[config.mk]
export PLATFORM = sky130hd
export DESIGN_NAME = pipe_reg_array
export DESIGN_NICKNAME = d
export VERILOG_FILES = /design/src/rtl/pipe_reg_array.sv
export SDC_FILE = /design/constraint.sdc
export NUM_CORES = 1
export LEC_CHECK = 0
export CAP_MARGIN = 20
export CORE_AREA = 2 2 495 497
export CTS_CLUSTER_DIAMETER = 150
export DETAILED_ROUTE_END_ITERATION = 7
export DIE_AREA = 0 0 497 499
export HOLD_SLACK_MARGIN = 0.12
export PLACE_DENSITY_LB_ADDON = 0.25
export SETUP_SLACK_MARGIN = 0.15
export SYNTH_ARGS = -nofsm -noshare
export SYNTH_HDL_FRONTEND = slang
export SYNTH_SLANG_ARGS = --single-unit
[constraint.sdc]
create_clock -name clk -period 2 [get_ports clk]
set_input_delay 0.2 -clock clk [delete_from_list [all_inputs] [get_ports clk]]
set_output_delay 0.2 -clock clk [all_outputs]
set_load 0.01 [all_outputs]
[src/rtl/pipe_reg_array.sv]
// rtl/pipe_reg_array.sv - inter-stage pipeline register bank with stall, flush and perf counters
//
// Purpose: N-deep bank of pipeline registers for the in-order RV32I core.
// Register r sits between stage r and stage r+1 (r=0 is IF/ID). Handles
// per-register valid bits, hold/bubble generation from stall requests,
// younger-stage flush, and saturating performance counters.
//
// Ports:
//   clk, rst       clock, synchronous active-high reset
//   in_valid/data  fetch payload offered to register 0
//   in_ready       register 0 loads this cycle
//   stage_next     per-register next payload (slice 0 unused, in_data feeds reg 0)
//   stall_req      bit r: stage r+1 cannot consume register r
//   flush_req/idx  kill registers 0..flush_idx
//   stage_data     register payloads
//   stage_valid    register valid bits
//   stage_load     register r loads this cycle
//   retire_valid   last register is valid and consumed this cycle
//   stall_cycles, flush_count, retire_count   saturating counters

module pipe_reg_array #(
    parameter int NUM_STAGES    = 4,
    parameter int WIDTH         = 128,
    parameter int CNT_W         = 32,
    parameter bit CLEAR_ON_KILL = 1'b1
) (
    input  logic                          clk,
    input  logic                          rst,
    input  logic                          in_valid,
    input  logic [WIDTH-1:0]              in_data,
    output logic                          in_ready,
    input  logic [NUM_STAGES*WIDTH-1:0]   stage_next,
    input  logic [NUM_STAGES-1:0]         stall_req,
    input  logic                          flush_req,
    input  logic [$clog2(NUM_STAGES)-1:0] flush_idx,
    output logic [NUM_STAGES*WIDTH-1:0]   stage_data,
    output logic [NUM_STAGES-1:0]         stage_valid,
    output logic [NUM_STAGES-1:0]         stage_load,
    output logic                          retire_valid,
    output logic [CNT_W-1:0]              stall_cycles,
    output logic [CNT_W-1:0]              flush_count,
    output logic [CNT_W-1:0]              retire_count
);

    logic [NUM_STAGES-1:0] valid_q, valid_d;
    logic [WIDTH-1:0]      data_q [NUM_STAGES];
    logic [WIDTH-1:0]      data_d [NUM_STAGES];
    logic [WIDTH-1:0]      data_src [NUM_STAGES];
    logic [NUM_STAGES-1:0] valid_src;
    logic [NUM_STAGES-1:0] kill, eff, hold, hold_prev;
    logic [CNT_W-1:0]      stall_cnt_q, stall_cnt_d;
    logic [CNT_W-1:0]      flush_cnt_q, flush_cnt_d;
    logic [CNT_W-1:0]      retire_cnt_q, retire_cnt_d;
    logic                  zap;
    logic                  unused_slice0;

    // Slice 0 of stage_next has no consumer; register 0 is fed by in_data.
    assign unused_slice0 = ^stage_next[WIDTH-1:0];

    // Kill mask, effective stalls and hold chain. A stall propagates down to
    // every older-facing register below it, so hold[r] is the OR of eff[r..top].
    always_comb begin
        kill = '0;
        eff  = '0;
        hold = '0;
        for (int r = 0; r < NUM_STAGES; r++) begin
            kill[r] = flush_req && (r <= int'(flush_idx));
            eff[r]  = stall_req[r] && valid_q[r] && !kill[r];
        end
        for (int r = 0; r < NUM_STAGES; r++) begin
            hold[r] = |(eff >> r);
        end
    end

    // Per-register load sources; register 0 takes the fetch interface and is
    // never starved by an upstream hold.
    always_comb begin
        valid_src    = {valid_q[NUM_STAGES-2:0], in_valid};
        hold_prev    = {hold[NUM_STAGES-2:0], 1'b0};
        data_src[0]  = in_data;
        for (int r = 1; r < NUM_STAGES; r++) begin
            data_src[r] = stage_next[r*WIDTH +: WIDTH];
        end
    end

    always_comb begin
        valid_d = valid_q;
        zap     = 1'b0;
        for (int r = 0; r < NUM_STAGES; r++) begin
            data_d[r] = data_q[r];
            zap       = 1'b0;
            if (!hold[r]) begin
                data_d[r] = data_src[r];
                if (hold_prev[r]) begin
                    // Upstream is held while this register drains: bubble.
                    valid_d[r] = 1'b0;
                    zap        = 1'b1;
                end else begin
                    valid_d[r] = valid_src[r];
                    zap        = (r == 0) && !in_valid;
                end
            end
            if (kill[r]) begin
                valid_d[r] = 1'b0;
                zap        = 1'b1;
            end
            if (CLEAR_ON_KILL && zap) begin
                data_d[r] = '0;
            end
        end
    end

    assign stage_load   = ~hold;
    assign in_ready     = ~hold[0];
    assign retire_valid = valid_q[NUM_STAGES-1] && !hold[NUM_STAGES-1];

    always_comb begin
        stall_cnt_d  = stall_cnt_q;
        flush_cnt_d  = flush_cnt_q;
        retire_cnt_d = retire_cnt_q;
        if (!in_ready && !flush_req && (stall_cnt_q != '1)) begin
            stall_cnt_d = stall_cnt_q + CNT_W'(1);
        end
        if (flush_req && (flush_cnt_q != '1)) begin
            flush_cnt_d = flush_cnt_q + CNT_W'(1);
        end
        if (retire_valid && (retire_cnt_q != '1)) begin
            retire_cnt_d = retire_cnt_q + CNT_W'(1);
        end
    end

    always_ff @(posedge clk) begin
        if (rst) begin
            valid_q      <= '0;
            stall_cnt_q  <= '0;
            flush_cnt_q  <= '0;
            retire_cnt_q <= '0;
            for (int r = 0; r < NUM_STAGES; r++) begin
                data_q[r] <= '0;
            end
        end else begin
            valid_q      <= valid_d;
            stall_cnt_q  <= stall_cnt_d;
            flush_cnt_q  <= flush_cnt_d;
            retire_cnt_q <= retire_cnt_d;
            for (int r = 0; r < NUM_STAGES; r++) begin
                data_q[r] <= data_d[r];
            end
        end
    end

    always_comb begin
        stage_data = '0;
        for (int r = 0; r < NUM_STAGES; r++) begin
            stage_data[r*WIDTH +: WIDTH] = data_q[r];
        end
    end

    assign stage_valid  = valid_q;
    assign stall_cycles = stall_cnt_q;
    assign flush_count  = flush_cnt_q;
    assign retire_count = retire_cnt_q;

endmodule

# Yosys cells after proc, flatten, opt, wreduce, memory -nomap -nowiden
# Memory sizes are Yosys's and may differ from the RTL's.
# Cells that the tools add are included.
# W data, S select, Z words.
# totals
reg_bits	100
ram_bits	512
in_bits	650
output_inout_bits	618
elab_cells	81
memories	1
# memory_table
memory	words	word_bits	read_ports	rd_ports_with_merged_regs	write_ports	line	source
data_q	4	128	4	0	4	46	logic [WIDTH-1:0] data_q [NUM_STAGES];
# op_classes
add_sub_neg	3
magnitude_cmp	3
n_eq_ne	3
mux	29
bitwise	6
reduce_logical	29
# ops
op	count
$mux W128	12
$add A32 B1 Y32 const B	3
$ne A32 B32 Y1 const B	3
$mux W1	17
$logic_and A1 B1 Y1	16
$reduce_or A2 Y1	5
$logic_not A1 Y1	6
$le A2 B2 Y1 const A	2
$not A4 Y4	1
$or A1 B1 Y1	4
$reduce_or A4 Y1	1
$reduce_or A3 Y1	1
$le A1 B2 Y1 const A	1
$not A1 Y1	1

# Longest topological paths before layout
# Gate-level depths: netlist (run 1).
# depth
word_depth	10
mapped_depth	13
mapped_depth_nobuf	11

# Worst setup path before layout (run 1)
# No wires, ideal clock.
# synth_timing
path_type	reg2reg
startpoint	register retire_cnt_q[0], in the netlist retire_count[0]
endpoint	register retire_cnt_q[29], in the netlist retire_count[29]
setup_ps	128
arrival_time_ps	2021
t_required_ps	1872
path_slack_ps	-149
stages_incl_launch_ff	10
path_buffers	2
synth_period_minus_slack_ps	2149
path_cell_list	dfxtp_1 > ha_1 > nand4_1 > nor4_1 > and4_1 > buf_2 > buf_2 > nor3_1 > xnor2_1 > nor2_1
# synth_via
elab_chain_cells	2
word_cells_on_any_way	3
cone_classes	add/sub (1); eq/ne (1); reduce/logical (1)
# synth_rtl
element	line	source
start: declaration	53	logic [CNT_W-1:0] retire_cnt_q, retire_cnt_d;
start signal: assignment	145	retire_cnt_q <= retire_cnt_d;
branches (longest 2 deep; another with $add A32 B1 Y32)	--	
# Parallel ways; which one is timed is not known.
# A chain may end at the register's enable or synchronous reset.

==> results.json, run 1 <==
{
  "outcome": "finished with violations",
  "violations": "setup timing",
  "drt_iter0_markers": 1295,
  "critical_path.endpoint_type": "flop",
  "final_nets": 5400,
  "ant_nets": 0,
  "reg2regPathDepth": 16,
  "crit_required_ps": 2640,
  "grt_pass1_vias": 28214,
  "p_comb_share_pct": 16.6,
  "holdCritPathClass": "input pin to flop",
  "synth_cells": 2812,
  "cpPeakStageDelay_ps": 320,
  "r2r_setup_slack_ps": -230,
  "cts_buffers": 86,
  "power_frac_seq_pct": 37.9,
  "drc": 0,
  "ys_types": 52,
  "syn_avg_cell_area_sq_um": 7.92,
  "yosysWarnings": 0,
  "cts.reportedPaths.clkPinSlew_ps": 60,
  "ys_seq_area_share_pct": 55.0,
  "antenna_found_initial": 79,
  "gp_congestion": 0.838,
  "path_delay_family": "buffers and inverters",
  "crit_path_cell_trace": "and2_4 -> and2_4 -> inv_6 -> nand2_8 -> inv_8 -> nand2_8 -> inv_12 -> buf_12 -> buf_12 -> buf_6 -> buf_12 -> buf_8 -> a21o_4 -> buf_12 -> buf_16 -> a21oi_4",
  "die_w_um": 497,
  "synth_edf_count": 0,
  "vias_per_cell": 3.46,
  "post-route-period-util_pct": 111,
  "fin_crit_ps": 2230,
  "syn_area_sq_um": 22300,
  "dp_hpwl_mm": 128,
  "cp_common_cell": "buf_12",
  "instances_no_fill": 8051,
  "power_density_nw_per_um2": 660,
  "port_buffers": 1139,
  "grt_max_degree": 113,
  "intPower_uw": 25000,
  "crit_fanout": 8,
  "peakVddDrop_uv": 523,
  "clk_latency_ps": 710,
  "synth_top_area_share_pct": 55.0,
  "p_total_uw": 34400,
  "fillers": 26647,
  "synth_largest_area_cell": "dfxtp_1",
  "p_switching_uw": 9460,
  "critical_path_class": "flop to flop",
  "die_area_sq_um": 248000,
  "hold_end": "data_q[0][247]$_SDFFE_PP0P_",
  "post-place-ws_ps": -621,
  "setup_viol": 277,
  "grt_usage_pct": 13.3,
  "clkPwrFrac_pct": 45.5,
  "p_leak_uw": 0.0206,
  "start_kind": "flop",
  "core_area_sq_um": 243000,
  "skew_ps": 28.0,
  "hold_viol": 0,
  "async_reset_ff_share_pct": 0,
  "place_inst": 7239,
  "slew_violations": 0,
  "worst_pin_slew_ps": 686,
  "fp-row-count": 181,
  "wire_per_inst_um": 21.7,
  "cts.sinks": 612,
  "rsz0062_at_grt": "true",
  "finalWorstSetupSlack_ps": -229,
  "path_buf_inv": 10,
  "cp.arrival_ps": 2870,
  "switching_share_pct": 27.5,
  "ctsRootBufferMaster": "clkbuf_16",
  "drv_cap": 0,
  "synth-main-ff-cell": "dfxtp_1",
  "clockBufferDepth": 3,
  "grt_pass1_wl_mm": 233,
  "drt-total-wl_mm": 175,
  "grt_overflow": 0,
  "vias": 27875,
  "ios": 1268,
  "timing.rr.start": "stage_valid[3]$_SDFFE_PP0N_",
  "max_freq_mhz": 449,
  "ctsHtreeMaxLevel": 3,
  "r2r-end": "data_q[0][152]$_SDFFE_PP0P_",
  "slew_headroom_pct": 54.2,
  "first_pass_iters": 5,
  "die_h_um": 499,
  "min_path_cells": 3,
  "layout-drive-gt1-share_pct": 21.5,
  "hold_start": "stage_next[247]",
  "fin_util_pct": 21.5,
  "cts_tree": "yes",
  "synth_nets": 3465,
  "ys_seq_elements": 612,
  "synth_area_leaders": "dfxtp_1 (55%), nand2_1 (18%), a21oi_1 (12%), clkbuf_1 (2.2%), xor2_1 (1.9%)",
  "areaGrowthSynthToFinish_pct": 134,
  "start_util_pct": 9.18,
  "slowest_stage": "dfxtp_2"
}
==> cells in the final DEF, fill, tap and decap left out, drive strengths merged, types with 21 or more instances in the layout <==
cell	count
xor2	49
buf	415
diode	36
clkdlybuf4s15	33
dlygate4sd2	219
nand3	46
nor3	21
dfxtp	612
clkbuf	137
nand2	1067
clkdlybuf4s50	874
a21oi	527
inv	22
nand4	38
nor2	109
dlygate4sd3	478
xnor2	31
==> sequential cells by signal (all words and copies together), names as in the netlist <==
signal	flops
stall_cycles	32
retire_count	32
data_q	512
flush_count	32
stage_valid	4
==> cell usage after synthesis, drive strengths merged (3+ instances only) <==
master and number:
nand2 1067, dfxtp 612, a21oi 527, clkbuf 132, nor2 109, buf 59
xor2 49, nand3 46, nand4 38, xnor2 31, nor3 21, inv 16
o21ai 16, and3 15, or3 12, and2 8, nor4 7, or4 6
and4 5, or2 4, ha 3, nand4b 3, nor2b 3, o211ai 3
==> metal layers <==
layer	up-vias	wire length [um]	GRT usage [%]
li1	13188	-	-
met1	13369	78700	17.5
met2	1051	75900	20.3
met3	231	15600	4.80
met4	36	4570	3.72
met5	-	231	0
==> worst max path at each step <==
stage | from | end | slack, ps | cells past startpoint
finish | stage_valid[3]$_SDFFE_PP0N_ | data_q[0][152]$_SDFFE_PP0P_ | -230 | 16
global route | stage_valid[3]$_SDFFE_PP0N_ | data_q[0][157]$_SDFFE_PP0P_ | -320 | 16
CTS | stage_valid[3]$_SDFFE_PP0N_ | stage_load[2] | -310 | 9
detailed placement | flush_req | in_ready | -620 | 12
global placement | flush_req | in_ready | -620 | 11
floorplan | stall_cycles[8]$_SDFFE_PP0P_ | stall_cycles[25]$_SDFFE_PP0P_ | 50 | 5
==> cells by family (layout without fill, tap and decap cells) <==
kind of cell | count (synthesis) | count (layout) | synth area share [%]
simple gates | 1347 | 1347 | 24.6
compound gates | 562 | 565 | 13.1
flops | 612 | 612 | 55.0
xor+xnor | 80 | 80 | 3.15
mux | 1 | 1 | 0.0450
buf+inv | 207 | 2205 | 3.87
fa+ha+maj | 3 | 3 | 0.169
other cells | 0 | 36 | 0
==> power by group through the flow <==
stage	clock network [uW]	registers [uW]	logic [uW]
2_1_floorplan	0	13500	773
3_3_place_gp	0	13300	4150
3_5_place_dp	0	13300	4140
4_1_cts	16400	13000	5570
5_1_grt	16800	13100	6040
6_report	15700	13000	5700
==> through the flow <==
step | hold slack [ps] | instance area [sq um] | setup TNS, ps
3_5_place_dp | 442 | 39500 | -282180
5_1_grt | 147 | 52100 | -60660
4_1_cts | 120 | 50000 | -51740
2_1_floorplan | 297 | 22400 | 0
6_report | 168 | 52100 | -33120
3_3_place_gp | 438 | 39500 | -289990
==> tightest hold or removal path, stage by stage <==
cell and delay, ps:
clkdlybuf4s50_1 460, nand2_1 100, a21oi_2 50
==> final cells by class <==
type	count	area, sq um	area share [%]
Clock buffer	125	2480	4.75
Sequential cell	612	12400	23.7
Inverter	16	90.1	0.173
Clock inverter	29	329	0.631
Antenna cell	36	90.1	0.173
Multi-Input combinational cell	1996	11200	21.4
Tap cell	3202	4010	7.69
Timing Repair Buffer	2035	21600	41.5
==> what timing repair did <==
action                      CTS  global route
cloned                       54            14
resized for setup           664           353
pin swaps                    34            67
setup endpoints to repair  1070           936
hold endpoints to repair    530             0
hold buffers                478             0
setup buffers                49            27
Power figures use the tool's default switching activity.
==> inputs of run 2 (changes only) <==
- CAP_MARGIN: 20 -> 15
- clock period: 2 -> 2.2 ns (I/O delays scaled with it)
==> results.json, run 2 (same netlist as run 1, synthesis figures left out) <==
{
  "hold_ws_ps": 175,
  "post-route-period-util_pct": 100,
  "rsz0062_at_grt": "true",
  "fin_util_pct": 19.9,
  "use_met2_pct": 18.4,
  "areaGrowthSynthToFinish_pct": 117,
  "finalWorstSetupSlack_ps": -8.41,
  "cts_tree": "yes",
  "wire_per_inst_um": 19.6,
  "drc": 0,
  "drt-total-wl_mm": 155,
  "worst_pin_slew_ps": 620,
  "final_nets": 5262,
  "die_h_um": 499,
  "fp-row-count": 181,
  "max_freq_mhz": 453,
  "vias_per_cell": 3.37,
  "gp_congestion": 0.870,
  "peakVddDrop_uv": 530,
  "crit_required_ps": 1980,
  "largest_reg_flops": 512,
  "drv_cap": 0,
  "cts.sinks": 612,
  "setup_tns_ps": -8.41,
  "ctsRootBufferMaster": "clkbuf_16",
  "violations": "setup timing",
  "core_area_sq_um": 243000,
  "slew_violations": 0,
  "fin_crit_ps": 2210,
  "start_util_pct": 9.18,
  "post-place-ws_ps": -593,
  "outcome": "finished with violations",
  "holdCritPathClass": "input pin to flop",
  "grt_max_degree": 112,
  "layout-drive-gt1-share_pct": 14.6,
  "cts.reportedPaths.clkPinSlew_ps": 60,
  "first_pass_iters": 5,
  "port_buffers": 1139,
  "crit_fanout": 3,
  "antenna_found_initial": 60,
  "final_common_cell": "nand2_1",
  "setup_viol": 1,
  "die_area_sq_um": 248000,
  "cts_buffers": 84,
  "vias": 26623,
  "grt_usage_pct": 11.8,
  "cp.arrival_ps": 1990,
  "grt_pass1_wl_mm": 210,
  "clk_latency_ps": 710,
  "drt_iter0_markers": 1322,
  "critical_path.endpoint_type": "output port",
  "dp_hpwl_mm": 119,
  "start_kind": "flop",
  "grt_overflow": 0,
  "ios": 1268,
  "slew_headroom_pct": 58.7,
  "grt_use_met3_pct": 4.89,
  "skew_ps": 49.0,
  "top_usage_layer": "met2",
  "hold_viol": 0,
  "ant_nets": 0,
  "regMostFlops": "data_q",
  "p_leak_uw": 0.0188,
  "dpl-instance-area_sq_um": 39000,
  "post-route-cell-area_sq_um": 48400,
  "power_density_nw_per_um2": 634,
  "grt_pass1_vias": 27124,
  "layout_common_cells": "nand2_1 (1,015), clkdlybuf4s50_1 (974), dfxtp_1 (573), dlygate4sd3_1 (489), a21oi_1 (409)",
  "die_w_um": 497,
  "ctsHtreeMaxLevel": 3,
  "grt_use_met1_pct": 14.7,
  "critical_path_class": "flop to output port",
  "clockBufferDepth": 3
}
==> run 2: changes by cell type in the layout (fill, tap and decap cells not counted), sizes merged, moves of 3 or more <==
| cell | previous run | this run |
|---|---|---|
| a21o | 4 | 1 |
| clkdlybuf4s50 | 874 | 974 |
| clkdlybuf4s15 | 33 | 2 |
| bufinv | 3 | 6 |
| buf | 415 | 273 |
| diode | 36 | 28 |
| dlygate4sd2 | 219 | 149 |
| bufbuf | 4 | 0 |
| dlygate4sd3 | 478 | 489 |
==> run 2: metrics by stage <==
stage	cells	total power (uW)
after floorplan	2812	13000
after global placement	7189	15800
after detailed placement	7189	15800
after CTS	7839	31300
after global routing	7893	32100
final	7903	30700
==> run 2: worst max-delay path: stages, from the launching register on <==
cell and delay, ps:
dfxtp_2 320, and2_4 130, and2_4 150, clkinv_4 50, nand2_4 70, inv_6 40, nand2_8 80, inv_12 40
buf_6 110, buf_12 130, buf_8 120
==> run 2: area by class of cell <==
| type | count | area (sq um) |
|---|---|---|
| Multi-Input combinational cell | 1993 | 10100 |
| Clock buffer | 121 | 2380 |
| Antenna cell | 28 | 70.1 |
| Timing Repair Buffer | 1902 | 19000 |
| Sequential cell | 612 | 12300 |
| Tap cell | 3202 | 4010 |
| Clock inverter | 29 | 457 |
| Inverter | 16 | 87.6 |
| Fill cell | 26969 | 194000 |
==> run 2: repair_timing <==
item	CTS	global route
buffers inserted	10	21
cloned	1	15
endpoints found under the hold margin	534	0
pin swaps	10	51
hold buffers	489	0
gates resized for setup	261	250
endpoints found under the setup margin	280	248
==> run 2: metal layers <==
layer	wire [um]	vias up
met4	3370	30
met5	196	-
met2	68300	949
met3	14500	175
met1	68600	12623
li1	-	12846
==> run 2: where the power goes <==
| group | internal (uW) | switching (uW) |
|---|---|---|
| Clock | 8320 | 5960 |
| Sequential | 11600 | 278 |
| Combinational | 2590 | 1990 |
==> run 2: final timing paths <==
| path | from | end | slack, ps | depth (start not counted) |
|---|---|---|---|---|
| hold reg to reg | data_q[0][403]$_SDFFE_PP0N_ | data_q[0][403]$_SDFFE_PP0N_ | 450 | 2 |
| setup / recovery | stage_valid[3]$_SDFFE_PP0N_ | stage_load[1] | -8 | 10 |
| setup reg to reg | stage_valid[3]$_SDFFE_PP0N_ | stall_cycles[28]$_SDFFE_PP0P_ | 50 | 14 |
| hold / removal | stage_next[231] | data_q[0][231]$_SDFFE_PP0P_ | 170 | 3 |
